<file path="src/rtl/spi_frame_slave_if.sv">
// ---------------------------------------------------------------------------
// spi_frame_slave_if
//   Bundles the SPI pins and the frame data/status bus of spi_frame_slave.
//   BUFFER_SIZE must match the value given to the slave.
//   slave modport  : SPI pins and tx_data in; MISO, rx_data and status out.
//   master modport : the mirror image, used by the SPI master / firmware side.
// ---------------------------------------------------------------------------
interface spi_frame_slave_if #(
    parameter int BUFFER_SIZE = 64
);
    logic                   SPI_SCK;
    logic                   SPI_SSEL;
    logic                   SPI_MOSI;
    logic                   SPI_MISO;
    logic [BUFFER_SIZE-1:0] tx_data;
    logic [BUFFER_SIZE-1:0] rx_data;
    logic                   rx_valid;
    logic                   busy;
    logic [7:0]             frame_err_count;
    logic                   pkg_timeout;

    modport slave (
        input  SPI_SCK, SPI_SSEL, SPI_MOSI, tx_data,
        output SPI_MISO, rx_data, rx_valid, busy, frame_err_count, pkg_timeout
    );

    modport master (
        output SPI_SCK, SPI_SSEL, SPI_MOSI, tx_data,
        input  SPI_MISO, rx_data, rx_valid, busy, frame_err_count, pkg_timeout
    );
endinterface

</file>
<file path="src/rtl/spi_frame_slave.sv">
// ---------------------------------------------------------------------------
// spi_frame_slave
//   SPI slave that exchanges one fixed-length frame per chip-select window.
//   SCK/SSEL/MOSI are oversampled in the clk domain. A frame is accepted only
//   if exactly BUFFER_SIZE bits arrived and the top 32 bits equal MSGID;
//   anything else bumps a saturating error counter. Mode set by CPOL/CPHA.
//
//   Optional feature macro: SPI_CRC8_EN
//     When defined, the last 8 bits of each frame are a CRC-8 (poly 0x07,
//     init 0) over the preceding bits: checked on receive, generated on
//     transmit in place of tx_data[7:0].
//
//   Ports:
//     clk   : system clock, rising edge
//     reset : asynchronous, active-high
//     bus   : spi_frame_slave_if.slave
//       SPI_SCK/SPI_SSEL/SPI_MOSI in, SPI_MISO out (MSB first)
//       tx_data in (captured at frame start), rx_data out (last good frame)
//       rx_valid one-cycle strobe, busy, frame_err_count, pkg_timeout
// ---------------------------------------------------------------------------
module spi_frame_slave #(
    parameter int          BUFFER_SIZE = 64,
    parameter logic [31:0] MSGID       = 32'h74697277,
    parameter int          TIMEOUT     = 4800000,
    parameter int          CPOL        = 0,
    parameter int          CPHA        = 0
) (
    input  logic              clk,
    input  logic              reset,
    spi_frame_slave_if.slave  bus
);
    localparam int             B       = BUFFER_SIZE;
    localparam int             CW      = $clog2(BUFFER_SIZE + 2);
    localparam logic [CW-1:0]  BC_FULL = CW'(BUFFER_SIZE);
    localparam logic [CW-1:0]  BC_SAT  = CW'(BUFFER_SIZE + 1);
    localparam logic [31:0]    TMO     = 32'(TIMEOUT);
    localparam logic [2:0]     SCK_RST = (CPOL != 0) ? 3'b111 : 3'b000;

    typedef enum logic [1:0] {IDLE, SHIFT, CHECK} state_t;

    // ---------------- synchronisers and edge detect ----------------
    logic [2:0] sck_q, ssel_q;
    logic [1:0] mosi_q;

    always_ff @(posedge clk or posedge reset) begin
        if (reset) begin
            sck_q  <= SCK_RST;
            ssel_q <= 3'b111;   // preset idle so a low SSEL after reset is a start
            mosi_q <= 2'b00;
        end else begin
            sck_q  <= {sck_q[1:0], bus.SPI_SCK};
            ssel_q <= {ssel_q[1:0], bus.SPI_SSEL};
            mosi_q <= {mosi_q[0], bus.SPI_MOSI};
        end
    end

    logic sck_rise, sck_fall, lead_e, trail_e, sample_e, launch_e;
    logic ssel_fall, ssel_rise, mosi_s;

    assign sck_rise  =  sck_q[1] & ~sck_q[2];
    assign sck_fall  = ~sck_q[1] &  sck_q[2];
    assign lead_e    = (CPOL != 0) ? sck_fall : sck_rise;
    assign trail_e   = (CPOL != 0) ? sck_rise : sck_fall;
    assign sample_e  = (CPHA != 0) ? trail_e  : lead_e;
    assign launch_e  = (CPHA != 0) ? lead_e   : trail_e;
    assign ssel_fall =  ssel_q[2] & ~ssel_q[1];
    assign ssel_rise = ~ssel_q[2] &  ssel_q[1];
    assign mosi_s    = mosi_q[1];   // same age as sck_q[1]

`ifdef SPI_CRC8_EN
    localparam logic [CW-1:0] PAY_CNT  = CW'(BUFFER_SIZE - 8);
    localparam logic [CW-1:0] PAY_LAST = CW'(BUFFER_SIZE - 9);

    function automatic logic [7:0] crc8_step(input logic [7:0] c, input logic b);
        logic fb;
        fb = c[7] ^ b;
        return {c[6:0], 1'b0} ^ (fb ? 8'h07 : 8'h00);
    endfunction
`endif

    // ---------------- frame state machine ----------------
    state_t         state_q, state_d;
    logic [CW-1:0]  bitcnt_q, bitcnt_d;
    logic [B-1:0]   txsr_q, txsr_d;
    logic [B-1:0]   rxsr_q, rxsr_d;
    logic           first_q, first_d;
    logic           accept, reject, crc_ok;
`ifdef SPI_CRC8_EN
    logic [7:0]     rxcrc_q, rxcrc_d, txcrc_q, txcrc_d, crc_nxt;
    logic [CW-1:0]  txcnt_q, txcnt_d;

    // CRC run over payload plus trailer leaves a zero residue when intact.
    assign crc_ok = (rxcrc_q == 8'h00);
`else
    assign crc_ok = 1'b1;
`endif

    always_comb begin
        state_d  = state_q;
        bitcnt_d = bitcnt_q;
        txsr_d   = txsr_q;
        rxsr_d   = rxsr_q;
        first_d  = first_q;
        accept   = 1'b0;
        reject   = 1'b0;
`ifdef SPI_CRC8_EN
        rxcrc_d  = rxcrc_q;
        txcrc_d  = txcrc_q;
        txcnt_d  = txcnt_q;
        crc_nxt  = 8'h00;
`endif
        unique case (state_q)
            IDLE: begin
                if (ssel_fall) begin
                    txsr_d   = bus.tx_data;
                    bitcnt_d = '0;
                    first_d  = 1'b1;
                    state_d  = SHIFT;
`ifdef SPI_CRC8_EN
                    rxcrc_d  = 8'h00;
                    txcrc_d  = 8'h00;
                    txcnt_d  = '0;
`endif
                end
            end
            SHIFT: begin
                // SSEL release wins; a coincident SCK edge is dropped.
                if (ssel_rise) begin
                    state_d = CHECK;
                end else if (sample_e) begin
                    rxsr_d = {rxsr_q[B-2:0], mosi_s};
                    if (bitcnt_q != BC_SAT)
                        bitcnt_d = bitcnt_q + 1'b1;
`ifdef SPI_CRC8_EN
                    if (bitcnt_q < BC_FULL)
                        rxcrc_d = crc8_step(rxcrc_q, mosi_s);
`endif
                end else if (launch_e) begin
                    // In CPHA=1 the first bit is already on MISO before the
                    // first leading edge, so that edge must not shift.
                    if ((CPHA != 0) && first_q) begin
                        first_d = 1'b0;
                    end else begin
                        txsr_d = {txsr_q[B-2:0], 1'b0};
`ifdef SPI_CRC8_EN
                        if (txcnt_q < PAY_CNT) begin
                            crc_nxt = crc8_step(txcrc_q, txsr_q[B-1]);
                            txcrc_d = crc_nxt;
                            // last payload bit leaving: trailer goes out next
                            if (txcnt_q == PAY_LAST)
                                txsr_d = {crc_nxt, {(B-8){1'b0}}};
                        end
                        if (txcnt_q != BC_SAT)
                            txcnt_d = txcnt_q + 1'b1;
`endif
                    end
                end
            end
            CHECK: begin
                state_d = IDLE;
                if (bitcnt_q != '0) begin
                    if (bitcnt_q == BC_FULL && rxsr_q[B-1 -: 32] == MSGID && crc_ok)
                        accept = 1'b1;
                    else
                        reject = 1'b1;
                end
            end
            default: state_d = IDLE;
        endcase
    end

    always_ff @(posedge clk or posedge reset) begin
        if (reset) begin
            state_q  <= IDLE;
            bitcnt_q <= '0;
            txsr_q   <= '0;
            rxsr_q   <= '0;
            first_q  <= 1'b0;
`ifdef SPI_CRC8_EN
            rxcrc_q  <= 8'h00;
            txcrc_q  <= 8'h00;
            txcnt_q  <= '0;
`endif
        end else begin
            state_q  <= state_d;
            bitcnt_q <= bitcnt_d;
            txsr_q   <= txsr_d;
            rxsr_q   <= rxsr_d;
            first_q  <= first_d;
`ifdef SPI_CRC8_EN
            rxcrc_q  <= rxcrc_d;
            txcrc_q  <= txcrc_d;
            txcnt_q  <= txcnt_d;
`endif
        end
    end

    // ---------------- outputs / status ----------------
    logic [B-1:0] rx_data_q;
    logic         rx_valid_q, busy_q, pkg_q;
    logic [7:0]   err_q;
    logic [31:0]  tmo_q;

    always_ff @(posedge clk or posedge reset) begin
        if (reset) begin
            rx_data_q  <= '0;
            rx_valid_q <= 1'b0;
            busy_q     <= 1'b0;
            pkg_q      <= 1'b0;
            err_q      <= 8'h00;
            tmo_q      <= '0;
        end else begin
            rx_valid_q <= accept;
            busy_q     <= ~ssel_q[2];
            pkg_q      <= (tmo_q >= TMO);
            if (accept)
                rx_data_q <= rxsr_q;
            if (reject && err_q != 8'hFF)
                err_q <= err_q + 8'h01;
            if (accept)
                tmo_q <= '0;
            else if (tmo_q < TMO)
                tmo_q <= tmo_q + 32'd1;
        end
    end

    assign bus.SPI_MISO        = (state_q == SHIFT) && (bitcnt_q < BC_FULL) && txsr_q[B-1];
    assign bus.rx_data         = rx_data_q;
    assign bus.rx_valid        = rx_valid_q;
    assign bus.busy            = busy_q;
    assign bus.frame_err_count = err_q;
    assign bus.pkg_timeout     = pkg_q;
endmodule

</file>
<file path="src/flat_wrapper.sv">
// flat-port wrapper written by rule: the top's interface ports become plain ports
module spi_frame_slave_flat 
#(
    parameter int          BUFFER_SIZE = 64,
    parameter logic [31:0] MSGID       = 32'h74697277,
    parameter int          TIMEOUT     = 4800000,
    parameter int          CPOL        = 0,
    parameter int          CPHA        = 0
)
  (clk, reset, bus_SPI_SCK, bus_SPI_SSEL, bus_SPI_MOSI, bus_tx_data, bus_SPI_MISO, bus_rx_data, bus_rx_valid, bus_busy, bus_frame_err_count, bus_pkg_timeout);
  spi_frame_slave_if #(.BUFFER_SIZE(BUFFER_SIZE)) bus_i ();
  input  logic clk;
  input  logic reset;
  input wire logic [$bits(bus_i.SPI_SCK)-1:0] bus_SPI_SCK;
  input wire logic [$bits(bus_i.SPI_SSEL)-1:0] bus_SPI_SSEL;
  input wire logic [$bits(bus_i.SPI_MOSI)-1:0] bus_SPI_MOSI;
  input wire logic [$bits(bus_i.tx_data)-1:0] bus_tx_data;
  output wire logic [$bits(bus_i.SPI_MISO)-1:0] bus_SPI_MISO;
  output wire logic [$bits(bus_i.rx_data)-1:0] bus_rx_data;
  output wire logic [$bits(bus_i.rx_valid)-1:0] bus_rx_valid;
  output wire logic [$bits(bus_i.busy)-1:0] bus_busy;
  output wire logic [$bits(bus_i.frame_err_count)-1:0] bus_frame_err_count;
  output wire logic [$bits(bus_i.pkg_timeout)-1:0] bus_pkg_timeout;
  assign bus_i.SPI_SCK = bus_SPI_SCK;
  assign bus_i.SPI_SSEL = bus_SPI_SSEL;
  assign bus_i.SPI_MOSI = bus_SPI_MOSI;
  assign bus_i.tx_data = bus_tx_data;
  assign bus_SPI_MISO = bus_i.SPI_MISO;
  assign bus_rx_data = bus_i.rx_data;
  assign bus_rx_valid = bus_i.rx_valid;
  assign bus_busy = bus_i.busy;
  assign bus_frame_err_count = bus_i.frame_err_count;
  assign bus_pkg_timeout = bus_i.pkg_timeout;
  spi_frame_slave #(.BUFFER_SIZE(BUFFER_SIZE), .MSGID(MSGID), .TIMEOUT(TIMEOUT), .CPOL(CPOL), .CPHA(CPHA)) u_core (.clk(clk), .reset(reset), .bus(bus_i));
endmodule
</file>
<file path="config.mk">
export PLATFORM = sky130hd
export DESIGN_NAME = spi_frame_slave_flat
export DESIGN_NICKNAME = d
export VERILOG_FILES = /design/src/rtl/spi_frame_slave_if.sv /design/src/rtl/spi_frame_slave.sv /design/src/flat_wrapper.sv
export SDC_FILE = /design/constraint.sdc
export NUM_CORES = 1
export LEC_CHECK = 0
export BUFFER_PORTS_ARGS = -buffer_cell sky130_fd_sc_hd__buf_2
export CORE_MARGIN = 1.5
export CORE_UTILIZATION = 40
export CTS_CLUSTER_DIAMETER = 50
export DETAILED_ROUTE_END_ITERATION = 10
export HOLD_SLACK_MARGIN = 0.08
export PLACE_DENSITY = 0.67
export SETUP_SLACK_MARGIN = 0.5
export SYNTH_ARGS = -nofsm -noshare
export SYNTH_HDL_FRONTEND = slang
export SYNTH_SLANG_ARGS = --single-unit
</file>
<file path="constraint.sdc">
create_clock -name clk -period 10.7 [get_ports clk]
set_input_delay 2.14 -clock clk [delete_from_list [all_inputs] [get_ports clk]]
set_output_delay 2.14 -clock clk [all_outputs]
set_load 0.005 [all_outputs]
</file>
==> run_results.csv <==
group,metric,value,unit
outcome,status,"finished, final reports clean",
floorplanning,design.die.area,27200,um^2
yosys,syn_nets,1002,
run,cap_viol_max_count,0,
clock_tree,cts_made_buffers,29,
yosys,syn_avg_cell_area,11.3,um^2
power_and_ir_drop,p_int,1.78,mW
power_and_ir_drop,p_switching,0.616,mW
global_route,grt_pass1_vias,6936,
yosys,yosysSeqAreaShare,60.3,%
power_and_ir_drop,irDropWorstVdd,0.117,mV
critical_path,cp-endpoint,"bus_SPI_MISO",
clock_tree,post_cts_resized,0,
clock_tree,cts_tree,"built",
hold_path,hold_path_class,"reg2reg",
critical_path,critPathLaunch,"u_core.state_q[1]$_DFFE_PP0P_",
sta,max_freq,236,MHz
sta,setup_violations,0,
sta,slew_headroom,26.3,%
floorplanning,fp.dieW,165,um
clock_tree,cts.clk_slew.worst_paths,0.06,ns
critical_path,reg2reg_from,"u_core.bitcnt_q[0]$_DFFE_PP0P_",
floorplanning,io_pins,145,
yosys,synthTopCellsByCount,"dfrtp_1 (249), nand2_1 (142), mux2_2 (99)",
sta,min_period,4.23,ns
sta,fin_crit_sh,39.6,%
power_and_ir_drop,p_seq_share,47.7,%
placement,dpl_worst_slack,5.91,ns
critical_path,arrival,2.09,ns
placement,dp_hpwl,12.8,mm
layout,nets,1134,
placement,dp_cells,1363,
sta,hold_viol,0,
yosys,synth_area_leader_cell,"dfrtp_1",
sta,fin_setup_tns,0,ns
drt,routedWlPerCell,14.5,um
layout,fin_area,12400,um^2
critical_path,startpoint_type,"flop",
drt,ant_nets,0,
placement,port_buffers,144,
global_route,grt_overflow,0,
critical_path,r2r_setup_slack,7.54,ns
sta,fin_worst_skew,0.0173,ns
global_route,grt_use_total,15.4,%
drt,drcViolationCount,0,
yosys,synthTopCellsByArea,"dfrtp_1 (59%), mux2_2 (11%), nand2_1 (5.1%)",
yosys,synth_edf_count,0,
floorplanning,core-area,25900,um^2
yosys,yosys.cell_count.top_type,"dfrtp_1",
layout,antenna_cells,0,
yosys,synth_seq_cells,252,
sta,rsz0062_at_grt,"no",
layout,postLayoutCoreUtil,48.0,%
global_route,grt_max_degree,128,
clock_tree,cts_setup_buffers,0,
yosys,syn_inst,927,
sta,worstMarginPinSlew,1.11,ns
floorplanning,die_height,165,um
critical_path,path_class,"reg2out",
power_and_ir_drop,swShare,25.7,%
yosys,synth_flop_cell,"dfrtp_1",
critical_path,cp-end-kind,"output pin",
global_route,grt_pass1_wl,34.4,mm
yosys,synth_top_area_share,59.5,%
yosys,ys_warn_count,0,
clock_tree,cts_hold_buf,0,
clock_tree,cts.path.max_buffers,3,
layout,fin_cells,1416,
layout,syn_to_final_growth,18.7,%
power_and_ir_drop,clkPwrFrac,41.2,%
drt,dr.pass1.iters,5,
drt,via_count,7236,
sta,fin_ws,6.47,ns
yosys,synthDistinctLibCells,52,
floorplanning,initial_core_util,40.4,%
sta,final_max_slew_viol_count,0,
drt,avgViaCountPerCell,5.11,
power_and_ir_drop,power_density,193,nW/um^2
yosys,syn-cell-area,10500,um^2
drt,drt-total-wl,20.6,mm
critical_path,timing.rr.end,"u_core.bus.rx_data[29]$_DFFE_PP0P_",
yosys,async_flop_share,100,%
power_and_ir_drop,p_leak,6.20,nW
clock_tree,clk_latency,0.54,ns
clock_tree,ctsHtreeMaxLevel,1,
critical_path,reg2reg_depth,8,
floorplanning,rows,59,
power_and_ir_drop,combPwrFrac,11.1,%
placement,placed_cell_area,11500,um^2
placement,gp_congestion,0.791,
drt,drtIter0Drc,317,
critical_path,worstPathRequired,8.56,ns
global_route,antenna_found_initial,0,
clock_tree,clkSinkCount,252,
critical_path,cp_max_fo,65,
layout,final_layout_size_suffix_gt1_share,29.1,%
sta,hold_slack,0.351,ns
power_and_ir_drop,finalPower,2.39,mW
clock_tree,cts-root-buf,"clkbuf_16",
## layout make-up
cell class,count,area (um^2)
multi-input combinational,612,3900
timing repair buffer,152,781
clock inverter,17,185
inverter,12,52.6
sequential,252,6310
fill,2320,13500
clock buffer,36,782
tap,335,419
## layout by cell type, fill, tap and decap left out, types with 8 or more instances in the layout
| cell | Yosys | layout |
|---|---|---|
| dfrtp_1 | 249 | 249 |
| buf_2 | 11 | 144 |
| nand2_1 | 142 | 142 |
| mux2_2 | 99 | 99 |
| nor2_1 | 85 | 85 |
| a31oi_1 | 63 | 63 |
| clkbuf_16 | 0 | 29 |
| and2_1 | 25 | 25 |
| nand3_1 | 24 | 24 |
| nand2b_1 | 22 | 21 |
| a21oi_1 | 19 | 18 |
| o21ai_0 | 16 | 16 |
| nand4_1 | 13 | 13 |
| xnor2_1 | 10 | 10 |
| or3_1 | 10 | 10 |
| inv_1 | 11 | 10 |
| a2111oi_0 | 8 | 8 |
| clkinv_2 | 0 | 8 |
| buf_4 | 0 | 8 |
## registers in the layout (all words and copies together) (netlist names)
name	flops
u_core.bitcnt_q	7
u_core.bus.busy	1
u_core.bus.frame_err_count	8
u_core.bus.pkg_timeout	1
u_core.bus.rx_data	64
u_core.bus.rx_valid	1
u_core.mosi_q	2
u_core.rxsr_q	64
u_core.sck_q	3
u_core.ssel_q	3
u_core.state_q	2
u_core.tmo_q	32
u_core.txsr_q	64
## metal layers
layer / wire, um / global-route usage [%]
met4: 338 / 4.14
met2: 9250 / 23.6
met5: 0 / 0
met1: 9760 / 21.7
met3: 1230 / 3.89
## power groups by stage
stage	Sequential, mW	Clock, mW	Combinational, mW
2_1_floorplan	1.14	0	0.213
3_3_place_gp	1.15	0	0.264
3_5_place_dp	1.16	0	0.272
4_1_cts	1.14	1.01	0.272
5_1_grt	1.16	1.05	0.310
6_report	1.14	0.985	0.267
## how the worst min path moves through the flow
stage	startpoint	end	slack (ns)	cells after the start
2_1_floorplan	u_core.mosi_q[0]$_DFF_PP0_	u_core.mosi_q[1]$_DFF_PP0_	0.33	0
3_3_place_gp	u_core.mosi_q[0]$_DFF_PP0_	u_core.mosi_q[1]$_DFF_PP0_	0.33	0
3_5_place_dp	u_core.mosi_q[0]$_DFF_PP0_	u_core.mosi_q[1]$_DFF_PP0_	0.34	0
4_1_cts	u_core.mosi_q[0]$_DFF_PP0_	u_core.mosi_q[1]$_DFF_PP0_	0.35	0
5_1_grt	u_core.sck_q[0]$_DFF_PP0_	u_core.sck_q[1]$_DFF_PP0_	0.36	0
6_report	u_core.sck_q[0]$_DFF_PP0_	u_core.sck_q[1]$_DFF_PP0_	0.35	0
## cell families (layout without fill, tap and decap cells)
kind of cell             Yosys count  in the layout  synth area share (%)
adder cells (fa/ha/maj)            6              6                 0.717
XOR/XNOR                          14             14                  1.17
AO/OA/AOI/OAI                    124            124                  7.50
buffers and inverters             63            217                  2.68
multiplexers                      99             99                  10.6
flip-flops                       252            252                  60.3
AND/OR/NAND/NOR                  369            369                  17.0
## critical path, stage by stage, from the launching register on
cell and delay, ns:
dfrtp_1 0.56, nand2b_2 0.19, buf_4 0.51, nor3b_1 0.13
buf_2 0.16
No activity file was read; power rests on OpenSTA's default activity.
